==> src/rtl/clk_div_monitor_pkg.sv <==
// Shared types and constants for the divider-chain self-check monitor.
package clk_div_pkg;

  typedef enum logic [1:0] {
    ST_IDLE,
    ST_SETTLE,
    ST_MEASURE,
    ST_REPORT
  } state_t;

  localparam int unsigned N_TAPS    = 4;
  localparam int unsigned TAP_DIV2  = 0;
  localparam int unsigned TAP_DIV4  = 1;
  localparam int unsigned TAP_DIV8  = 2;
  localparam int unsigned TAP_DIV16 = 3;

  // Ideal rising-edge count of tap idx (div by 2^(idx+1)) over a window.
  function automatic int unsigned expected_count(input int unsigned window,
                                                 input int unsigned idx);
    return window >> (idx + 1);
  endfunction

endpackage

==> src/rtl/clk_div_monitor_if.sv <==
// Control/result bundle between the monitor and its user.
interface clk_div_monitor_if
  import clk_div_pkg::*;
#(
  parameter int unsigned CNT_W = 9
) ();
  logic [N_TAPS-1:0] div_in;
  logic              start;
  logic [1:0]        cnt_sel;
  logic              busy;
  logic              done;
  logic              pass;
  logic [N_TAPS-1:0] err_mask;
  logic [CNT_W-1:0]  cnt_out;

  modport master (
    output div_in, start, cnt_sel,
    input  busy, done, pass, err_mask, cnt_out
  );

  modport slave (
    input  div_in, start, cnt_sel,
    output busy, done, pass, err_mask, cnt_out
  );
endinterface

==> src/rtl/clk_div_monitor_edge_sync_det.sv <==
// Two-flop synchroniser followed by a rising-edge detector for one bit.
module edge_sync_det (
  input  logic clk,
  input  logic reset,
  input  logic d,
  output logic rise_c
);
  logic s1_q, s2_q, prev_q;

  // Capture the asynchronous bit and keep one cycle of history.
  always_ff @(posedge clk or posedge reset) begin
    if (reset) begin
      s1_q   <= 1'b0;
      s2_q   <= 1'b0;
      prev_q <= 1'b0;
    end else begin
      s1_q   <= d;
      s2_q   <= s1_q;
      prev_q <= s2_q;
    end
  end

  assign rise_c = s2_q & ~prev_q;
endmodule

==> src/rtl/clk_div_monitor.sv <==
// Measures edge counts of the four divider taps over a fixed window and
// flags any tap whose count deviates from the ideal ratio.
module clk_div_monitor
  import clk_div_pkg::*;
#(
  parameter int unsigned WINDOW = 256,
  parameter int unsigned TOL    = 1,
  parameter int unsigned SETTLE = 3,
  parameter int unsigned CNT_W  = $clog2(WINDOW) + 1
) (
  input  logic            clk,
  input  logic            reset,
  clk_div_monitor_if.slave bus
);
  localparam int unsigned TMR_W = $clog2(WINDOW);
  localparam int unsigned DW    = CNT_W + 1;
  localparam logic signed [DW-1:0] TOL_S = DW'(TOL);

  state_t                        state;
  logic [TMR_W-1:0]              tmr_q;
  logic                          busy_q, done_q, pass_q;
  logic [N_TAPS-1:0]             err_q;
  logic [N_TAPS-1:0]             rise_c;
  logic [N_TAPS-1:0]             err_c;
  logic [N_TAPS-1:0][CNT_W-1:0]  last_cnt;
  logic                          start_acc;

  // A start in the done cycle is still part of the finishing run.
  assign start_acc = (state == ST_IDLE) && bus.start && !done_q;

  // Sequencer: settle (one extra cycle lets the prev flop catch up), measure, report.
  always_ff @(posedge clk or posedge reset) begin
    if (reset) begin
      state  <= ST_IDLE;
      tmr_q  <= '0;
      busy_q <= 1'b0;
      done_q <= 1'b0;
      pass_q <= 1'b0;
      err_q  <= '0;
    end else begin
      done_q <= 1'b0;
      case (state)
        ST_IDLE: begin
          if (start_acc) begin
            state  <= ST_SETTLE;
            tmr_q  <= '0;
            busy_q <= 1'b1;
          end
        end
        ST_SETTLE: begin
          if (tmr_q == TMR_W'(SETTLE)) begin
            state <= ST_MEASURE;
            tmr_q <= '0;
          end else begin
            tmr_q <= tmr_q + TMR_W'(1);
          end
        end
        ST_MEASURE: begin
          if (tmr_q == TMR_W'(WINDOW - 1)) begin
            state <= ST_REPORT;
            tmr_q <= '0;
          end else begin
            tmr_q <= tmr_q + TMR_W'(1);
          end
        end
        ST_REPORT: begin
          state  <= ST_IDLE;
          busy_q <= 1'b0;
          done_q <= 1'b1;
          err_q  <= err_c;
          pass_q <= (err_c == '0);
        end
        default: state <= ST_IDLE;
      endcase
    end
  end

  for (genvar g = 0; g < N_TAPS; g++) begin : g_tap
    localparam logic [CNT_W-1:0] EXP = CNT_W'(expected_count(WINDOW, g));

    logic [CNT_W-1:0]     cnt_q, last_q;
    logic signed [DW-1:0] diff_c;

    edge_sync_det u_sync (
      .clk    (clk),
      .reset  (reset),
      .d      (bus.div_in[g]),
      .rise_c (rise_c[g])
    );

    // Saturating edge counter, live only during the measurement window.
    always_ff @(posedge clk or posedge reset) begin
      if (reset) begin
        cnt_q <= '0;
      end else if (start_acc) begin
        cnt_q <= '0;
      end else if ((state == ST_MEASURE) && rise_c[g] && (cnt_q != '1)) begin
        cnt_q <= cnt_q + CNT_W'(1);
      end
    end

    // Snapshot of the completed count, shown on cnt_out.
    always_ff @(posedge clk or posedge reset) begin
      if (reset) begin
        last_q <= '0;
      end else if (state == ST_REPORT) begin
        last_q <= cnt_q;
      end
    end

    assign diff_c        = $signed({1'b0, cnt_q}) - $signed({1'b0, EXP});
    assign err_c[g]      = (diff_c > TOL_S) || (diff_c < -TOL_S);
    assign last_cnt[g]   = last_q;
  end

  assign bus.busy     = busy_q;
  assign bus.done     = done_q;
  assign bus.pass     = pass_q;
  assign bus.err_mask = err_q;
  assign bus.cnt_out  = last_cnt[bus.cnt_sel];
endmodule

==> src/flat_wrapper.sv <==
// flat-port wrapper written by rule: the top's interface ports become plain ports
module clk_div_monitor_flat import clk_div_pkg::*;
#(
  parameter int unsigned WINDOW = 256,
  parameter int unsigned TOL    = 1,
  parameter int unsigned SETTLE = 3,
  parameter int unsigned CNT_W  = $clog2(WINDOW) + 1
)
  (clk, reset, bus_div_in, bus_start, bus_cnt_sel, bus_busy, bus_done, bus_pass, bus_err_mask, bus_cnt_out);
  clk_div_monitor_if #(.CNT_W(CNT_W)) bus_i ();
  input  logic clk;
  input  logic reset;
  input wire logic [$bits(bus_i.div_in)-1:0] bus_div_in;
  input wire logic [$bits(bus_i.start)-1:0] bus_start;
  input wire logic [$bits(bus_i.cnt_sel)-1:0] bus_cnt_sel;
  output wire logic [$bits(bus_i.busy)-1:0] bus_busy;
  output wire logic [$bits(bus_i.done)-1:0] bus_done;
  output wire logic [$bits(bus_i.pass)-1:0] bus_pass;
  output wire logic [$bits(bus_i.err_mask)-1:0] bus_err_mask;
  output wire logic [$bits(bus_i.cnt_out)-1:0] bus_cnt_out;
  assign bus_i.div_in = bus_div_in;
  assign bus_i.start = bus_start;
  assign bus_i.cnt_sel = bus_cnt_sel;
  assign bus_busy = bus_i.busy;
  assign bus_done = bus_i.done;
  assign bus_pass = bus_i.pass;
  assign bus_err_mask = bus_i.err_mask;
  assign bus_cnt_out = bus_i.cnt_out;
  clk_div_monitor #(.WINDOW(WINDOW), .TOL(TOL), .SETTLE(SETTLE), .CNT_W(CNT_W)) u_core (.clk(clk), .reset(reset), .bus(bus_i));
endmodule
==> config.mk <==
export PLATFORM = sky130hd
export DESIGN_NAME = clk_div_monitor_flat
export DESIGN_NICKNAME = d
export VERILOG_FILES = /design/src/rtl/clk_div_monitor_pkg.sv /design/src/rtl/clk_div_monitor_if.sv /design/src/rtl/clk_div_monitor_edge_sync_det.sv /design/src/rtl/clk_div_monitor.sv /design/src/flat_wrapper.sv
export SDC_FILE = /design/constraint.sdc
export NUM_CORES = 1
export LEC_CHECK = 0
export CORE_MARGIN = 8
export CORE_UTILIZATION = 30
export CTS_CLUSTER_SIZE = 12
export DETAILED_ROUTE_END_ITERATION = 10
export PLACE_DENSITY = 0.46
export SLEW_MARGIN = 20
export SYNTH_ARGS = -nofsm -noshare
export SYNTH_HDL_FRONTEND = slang
export SYNTH_SLANG_ARGS = --single-unit
==> constraint.sdc <==
create_clock -name clk -period 3.14 [get_ports clk]
set_input_delay 0.628 -clock clk [delete_from_list [all_inputs] [get_ports clk]]
set_output_delay 0.628 -clock clk [all_outputs]
set_load 0.05 [all_outputs]
==> results of run 1 <==
## layout by cell type, fill, tap and decap left out, drive strengths merged, types with 4 or more instances in the layout
cell / count
a21oi: 12
and2: 6
and3: 7
and4: 5
buf: 18
clkbuf: 13
clkdlybuf4s50: 15
dfrtp: 101
ha: 25
inv: 16
mux2: 41
mux2i: 4
mux4: 9
nand2: 12
nand2b: 6
nand3: 10
nand4: 14
nor2: 48
nor4: 5
nor4bb: 4
o2bb2ai: 4
xnor2: 10
xor2: 20
## cell type report
| cell class | instances | area (um2) | area share |
|---|---|---|---|
| clock inverter | 3 | 18.8 | 0.00330 |
| inverter | 17 | 67.6 | 0.0119 |
| clock buffer | 13 | 270 | 0.0476 |
| timing repair buffer | 33 | 298 | 0.0524 |
| sequential | 101 | 2530 | 0.445 |
| tap | 216 | 270 | 0.0476 |
| multi-input combinational | 271 | 2230 | 0.392 |
## state kept, by name, summed over array words and instances (netlist names)
name	count
u_core.g_tap.last_q	36
u_core.bus.busy	1
u_core.bus.err_mask	4
u_core.g_tap.u_sync.s1_q	4
u_core.bus.pass	1
u_core.g_tap.cnt_q	36
u_core.bus.done	1
u_core.state	2
u_core.g_tap.u_sync.prev_q	4
u_core.tmr_q	8
u_core.g_tap.u_sync.s2_q	4
## stage by stage
stage          hold slack [ns]   util  instances
2_1_floorplan            0.331      -        405
3_3_place_gp             0.336  0.338        638
3_5_place_dp             0.341  0.338        638
4_1_cts                  0.351  0.356        654
5_1_grt                  0.360  0.356        654
6_report                 0.348  0.356        654
## power by group
part | switching (uW) | total (uW) | internal (uW)
combinational | 33.5 | 52.1 | 18.5
clock | 488 | 1090 | 602
sequential | 2.60 | 1310 | 1310
total | 524 | 2450 | 1930
## final timing paths
kind	from	end	slack [ns]
max	bus_cnt_sel[0]	bus_cnt_out[6]	0.47
min	u_core.g_tap[1].u_sync.s1_q$_DFF_PP0_	u_core.g_tap[1].u_sync.s2_q$_DFF_PP0_	0.35
max reg2reg	u_core.g_tap[2].cnt_q[0]$_DFFE_PP0P_	u_core.g_tap[2].cnt_q[6]$_DFFE_PP0P_	0.87
min reg2reg	u_core.g_tap[1].u_sync.s1_q$_DFF_PP0_	u_core.g_tap[1].u_sync.s2_q$_DFF_PP0_	0.35
max in group asynchronous	reset	u_core.g_tap[1].u_sync.s2_q$_DFF_PP0_	1.94
min in group asynchronous	reset	u_core.tmr_q[3]$_DFFE_PP0P_	0.78
## per-layer routing
layer,routed length (um),global-route usage,vias up
met5,0,0,-
met4,243,0.0598,0
met3,224,0.0182,12
met2,4870,0.166,28
met1,5190,0.147,1518
li1,-,-,1489
## worst register-to-register path: cells and delay by family (launching register included)
| family | cells | cell delay [ns] |
|---|---|---|
| fa+ha+maj | 2 | 0.44 |
| flops | 1 | 0.45 |
| simple gates | 5 | 0.85 |
| xor+xnor | 1 | 0.17 |
| buf+inv | 1 | 0.22 |
## cells by family after synthesis
family	Yosys count	synth area share
XOR/XNOR	30	0.0537
AND/OR/NAND/NOR	127	0.139
buffers and inverters	33	0.0281
multiplexers	54	0.145
AO/OA/AOI/OAI	35	0.0540
flip-flops	101	0.517
adder cells (fa/ha/maj)	25	0.0639
==> Flow_metrics.wiki, run 1 <==
{| class="wikitable"
! Metric !! Value
|-
| Max stage delay cell, worst path || mux4_2
|-
| Antenna violations before repair || 0
|-
| DRC violation count after routing || 0
|-
| Number of setup violations in the final report || 0
|-
| Die Ht || 144 um
|-
| Setup repair after global routing missed its margin || false
|-
| Summed area of non-filler cells in the final layout || 0.00568 mm2
|-
| Fraction of synthesis flops using an asynchronous set or reset pin || 1.00
|-
| Via Count || 3047
|-
| Post-synthesis register bit count || 101
|-
| Global placer's final weighted congestion || 0.729
|-
| Clock slew seen by the registers of the worst setup and hold paths || 0.07 ns
|-
| Startpoint-to-endpoint class of the critical path || in -> out
|-
| Highest achievable clock rate || 374 MHz
|-
| Clk buf depth || 2
|-
| Cell count after synthesis || 405
|-
| Headroom to the max-slew limit || 0.527
|-
| Cell area power density || 432 mW/mm2
|-
| Number of slew-limit violations in the final report || 0
|-
| Count of standard-cell rows || 46
|-
| Pin count of the biggest net entering global routing || 102
|-
| Critical path data arrival time || 2.04 ns
|-
| Setup TNS after final layout || 0 ns
|-
| Count of different cell masters after synthesis || 47
|-
| Clock H-tree levels || 3
|-
| Worst Hold Class || reg -> reg
|-
| Post-DP Area || 0.00539 mm2
|-
| Number of cells on the worst reg-to-reg path || 9
|-
| Top cell type's share of synthesized area || 0.517
|-
| Initial DRC count || 144
|-
| Setup Buffers After CTS || 0
|-
| Vias per Instance || 4.66
|-
| Wire length of the first global-routing pass || 17.1 mm
|-
| Most frequent cell after synthesis || dfrtp_1
|-
| Leakage power of the design || 0.00244 uW
|-
| Leading register cell type out of synthesis || dfrtp_1
|-
| Top-level port count || 25
|-
| Post-Synthesis Cell Area || 0.00489 mm2
|-
| Total overflow reported by the global router || 0
|-
| Cell types occupying the most area after synthesis || dfrtp_1 52%, mux2_2 9.2%, ha_1 6.4%
|-
| Drt total wl || 10.5 mm
|-
| Total Die Area || 0.0206 mm2
|-
| Syn-to-layout area delta || 16.1%
|-
| Top cells by count, synth || 101 x dfrtp_1, 48 x nor2_1, 40 x mux2_2, 25 x ha_1, 20 x xor2_1
|-
| Effective utilization at floorplan || 0.307
|-
| Maximum vdd drop || 0.252 mV
|-
| FILL cells || 1568
|-
| Mean Syn Cell Area || 12.1 um2
|-
| Area leader, netlist || dfrtp_1
|-
| CP Max Fanout || 9
|-
| Cell chosen for the clock root || clkbuf_16
|-
| Number of antenna repair diodes || 0
|-
| Status || complete, no violations
|-
| CP Buf/Inv Count || 3
|-
| Number of flops mapped to enable cells by yosys || 0
|-
| Crit path launch type || primary input
|-
| Worst-margin pin slew || 0.710 ns
|-
| Number of resized instances in the post-cts repair step || 0
|-
| Top Family by Delay on Critical Path || buffers and inverters
|-
| Layout cell share with drive strength beyond 1 || 0.201
|-
| GR Util All Layers || 0.110
|-
| Crit path time final || 2.67 ns
|-
| Clock skew after layout || 0.00620 ns
|-
| # clock sinks || 101
|-
| Clk_lat worst skew || 0.35 ns
|-
| Count of hold-fix buffers inserted at cts || 0
|-
| Number of warnings reported in the yosys synthesis log || 0
|-
| Syn_nets || 439
|-
| Via count of the first global-routing pass || 3002
|-
| Final #Nets || 467
|-
| Hold Path Stages || 0
|-
| First-pass DRT Iterations || 4
|-
| Sequential cell area fraction in the yosys report || 0.517
|-
| Post-DP HPWL || 7.15 mm
|-
| Largest stage delay on the critical path || 0.53 ns
|-
| Post-Place Worst Slack || 0.457 ns
|-
| CTS buffer count || 9
|-
| Critical path capture point type || primary output
|-
| X dimension of the die || 144 um
|-
| Worst-case setup margin in the final layout || 0.468 ns
|-
| Clock tree from TritonCTS || done
|-
| Floorplan Core Area || 0.0159 mm2
|-
| Final hold vios || 0
|-
| Total power consumption of the routed design || 2450 uW
|-
| Remaining antenna violation count || 0
|-
| Number of I/O port buffers || 24
|-
| Routed len/inst || 16.1 um
|-
| Count of max-cap constraint violations || 0
|-
| Cells traversed along the worst timing path || clkdlybuf4s50_1, buf_4, mux4_2, buf_4
|-
| Worst endpoint required time || 2.51 ns
|-
| Share of the clock period used by the worst path after layout || 0.851
|-
| Cell with the most instances on the worst path || buf_4
|-
| Total number of cells along the worst setup path || 4
|}
(Power assumes the default switching activity.)
==> run 2, diff against run 1 <==
--- a/config.mk
+++ b/config.mk
@@ -5,8 +5,8 @@
 export SDC_FILE = /design/constraint.sdc
 export NUM_CORES = 1
 export LEC_CHECK = 0
-export CORE_MARGIN = 8
 export CORE_UTILIZATION = 30
+export CTS_CLUSTER_DIAMETER = 60
 export CTS_CLUSTER_SIZE = 12
 export DETAILED_ROUTE_END_ITERATION = 10
 export PLACE_DENSITY = 0.46
==> run 2 against run 1 <==
Compared with the run above:
- register-to-register slack is essentially flat
- non-clock buffer count grew 1
- combinational power grew 7.3%
- cell count is the same
- routed wire length grew 1.4%
- via count grew 2.7%
- worst hold slack is essentially flat
- core utilization grew 0.48 points
==> Flow_metrics.wiki, run 2 (synthesized netlist as in run 1, its figures left out) <==
{| class="wikitable"
! Metric !! Value
|-
| Highest achievable clock rate || 375 MHz (+0.20%)
|-
| Via count of the first global-routing pass || 3128 (+4.2%)
|-
| Worst endpoint required time || 2.51 ns (about the same)
|-
| Syn-to-layout area delta || 17.3%
|-
| Post-DP HPWL || 7.57 mm (+5.9%)
|-
| Clock tree from TritonCTS || done
|-
| Count of hold-fix buffers inserted at cts || 0 (unchanged)
|-
| Number of slew-limit violations in the final report || 0 (unchanged)
|-
| Remaining antenna violation count || 0 (unchanged)
|-
| M1 GR Usage || 0.189 (+0.0421)
|-
| Layout cell share with drive strength beyond 1 || 0.201 (unchanged)
|-
| Most common cell after layout, fill and taps aside || dfrtp_1
|-
| Global placer's final weighted congestion || 0.764 (+4.8%)
|-
| Final #Nets || 468 (+0.21%)
|-
| Hold Path Stages || 0 (unchanged)
|-
| Share of the clock period used by the worst path after layout || 0.849 (-0.00169)
|-
| Status || complete, no violations
|-
| Number of setup violations in the final report || 0 (unchanged)
|-
| Pin count of the biggest net entering global routing || 41 (-60%)
|-
| DRC violation count after routing || 0 (unchanged)
|-
| Number of I/O port buffers || 24 (unchanged)
|-
| Hold worst-path end || u_core.g_tap[2].u_sync.s2_q$_DFF_PP0_
|-
| Total power consumption of the routed design || 2590 uW (+5.6%)
|-
| Initial DRC count || 118 (-18%)
|-
| Cell chosen for the clock root || clkbuf_16
|-
| Clock slew seen by the registers of the worst setup and hold paths || 0.06 ns (about the same)
|-
| Antenna violations before repair || 0 (unchanged)
|-
| First-pass DRT Iterations || 4 (unchanged)
|-
| Maximum vdd drop || 0.308 mV (+22%)
|-
| Clk_lat worst skew || 0.34 ns (about the same)
|-
| CTS buffer count || 9 (unchanged)
|-
| Number of cells on the worst reg-to-reg path || 9 (unchanged)
|-
| CP Max Fanout || 9 (unchanged)
|-
| Worst hold path startpoint || u_core.g_tap[2].u_sync.s1_q$_DFF_PP0_
|-
| Global-route layer with the greatest usage || met2
|-
| Cells traversed along the worst timing path || clkdlybuf4s50_1, buf_4, mux4_2, buf_4
|-
| Setup TNS after final layout || 0 ns (unchanged)
|-
| Cell area power density || 452 mW/mm2 (+4.6%)
|-
| X dimension of the die || 130 um (-9.7%)
|-
| Number of antenna repair diodes || 0 (unchanged)
|-
| Via Count || 3128 (+2.7%)
|-
| Crit path time final || 2.67 ns (-0.00530 ns)
|-
| Worst reg-to-reg setup slack || 0.87 ns (about the same)
|-
| Crit path launch type || primary input
|-
| Most frequent cells in the layout || 101 x dfrtp_1, 48 x nor2_1, 40 x mux2_2
|-
| Setup Buffers After CTS || 0 (unchanged)
|-
| GR Util All Layers || 0.139 (+0.0290)
|-
| Largest stage delay on the critical path || 0.53 ns (about the same)
|-
| Capture instance of the worst register-to-register path || u_core.g_tap[2].cnt_q[7]$_DFFE_PP0P_
|-
| Drt total wl || 10.7 mm (+1.4%)
|-
| Floorplan Core Area || 0.0159 mm2 (-0.36%)
|-
| Wire length of the first global-routing pass || 17.3 mm (+1.1%)
|-
| Count of max-cap constraint violations || 0 (unchanged)
|-
| Total Die Area || 0.0168 mm2 (-19%)
|-
| Cell with the most instances on the worst path || buf_4
|-
| Leakage power of the design || 0.00246 uW (+0.93%)
|-
| Headroom to the max-slew limit || 0.541 (+0.0142)
|-
| # clock sinks || 101 (unchanged)
|-
| Effective utilization at floorplan || 0.308 (+0.00111)
|-
| Startpoint-to-endpoint class of the critical path || in -> out
|-
| Total overflow reported by the global router || 0 (unchanged)
|-
| Count of standard-cell rows || 46 (unchanged)
|-
| Registers with the highest flip-flop counts || u_core.g_tap.cnt_q: 36 flops, u_core.g_tap.last_q: 36 flops, u_core.tmr_q: 8 flops
|-
| Setup repair after global routing missed its margin || false
|-
| Top Family by Delay on Critical Path || buffers and inverters
|-
| Final hold vios || 0 (unchanged)
|-
| Grt met3 use || 0.0226 (+0.00430)
|-
| Max stage delay cell, worst path || mux4_2
|-
| CP Buf/Inv Count || 3 (unchanged)
|-
| Critical path data arrival time || 2.04 ns (about the same)
|-
| Clk buf depth || 2 (unchanged)
|-
| Startpoint of the most critical register-to-register path || u_core.g_tap[2].cnt_q[0]$_DFFE_PP0P_
|-
| Vias per Instance || 4.78 (+2.7%)
|-
| Worst-margin pin slew || 0.687 ns (-0.0227 ns)
|-
| Number of resized instances in the post-cts repair step || 0 (unchanged)
|-
| Die Ht || 130 um (-9.7%)
|-
| GR met2 Demand/Resource || 0.222 (+0.0557)
|-
| Critical path capture point type || primary output
|-
| Clock skew after layout || 0.00801 ns (+0.00182 ns)
|-
| Routed len/inst || 16.3 um (+1.4%)
|-
| Worst Hold Class || reg -> reg
|-
| Clock H-tree levels || 3 (unchanged)
|-
| Top-level port count || 25 (unchanged)
|}
==> run 2: changes by cell type in the layout (fill, tap and decap cells not counted), sizes merged <==
cell and delta:
clkinv -2, bufinv +2, clkbuf -1, buf +1
==> run 2: metrics by stage <==
step	hold WS (ns)	setup WS, ns	instance area (um2)	util	std cells
CTS	0.351	0.452	5740	0.361	654
detailed placement	0.336	0.452	5410	0.341	639
global placement	0.336	0.458	5410	0.341	639
finish	0.348	0.473	5740	0.361	654
floorplan	0.331	0.869	4900	-	405
global route	0.360	0.427	5740	0.361	654
==> run 2: worst max path at each step <==
stage / from / to / cells after the start
floorplan: bus_cnt_sel[1] / bus_cnt_out[8] / 2
global placement: bus_cnt_sel[0] / bus_cnt_out[0] / 4
detailed placement: bus_cnt_sel[0] / bus_cnt_out[7] / 4
CTS: bus_cnt_sel[0] / bus_cnt_out[7] / 4
global route: bus_cnt_sel[0] / bus_cnt_out[4] / 4
finish: bus_cnt_sel[0] / bus_cnt_out[7] / 4
==> run 2: power by group <==
group,switching (uW),internal (uW)
clock,485,740
combinational,34.9,21.0
sequential,2.84,1310
==> run 2: area by class of cell <==
cell class | count | area [um2]
clock inverters | 3 | 68.8
multi-input cells | 271 | 2230
well taps | 216 | 270
flip-flops and latches | 101 | 2530
repair buffers | 34 | 318
clock buffers | 12 | 256
fillers | 1612 | 10100
inverters | 17 | 67.6
==> run 2: routing by layer <==
metal  up-vias  share of wire
met1      1591           0.49
met3        11          0.019
li1       1493              -
met2        33           0.47
met4         0          0.015
met5         -              0
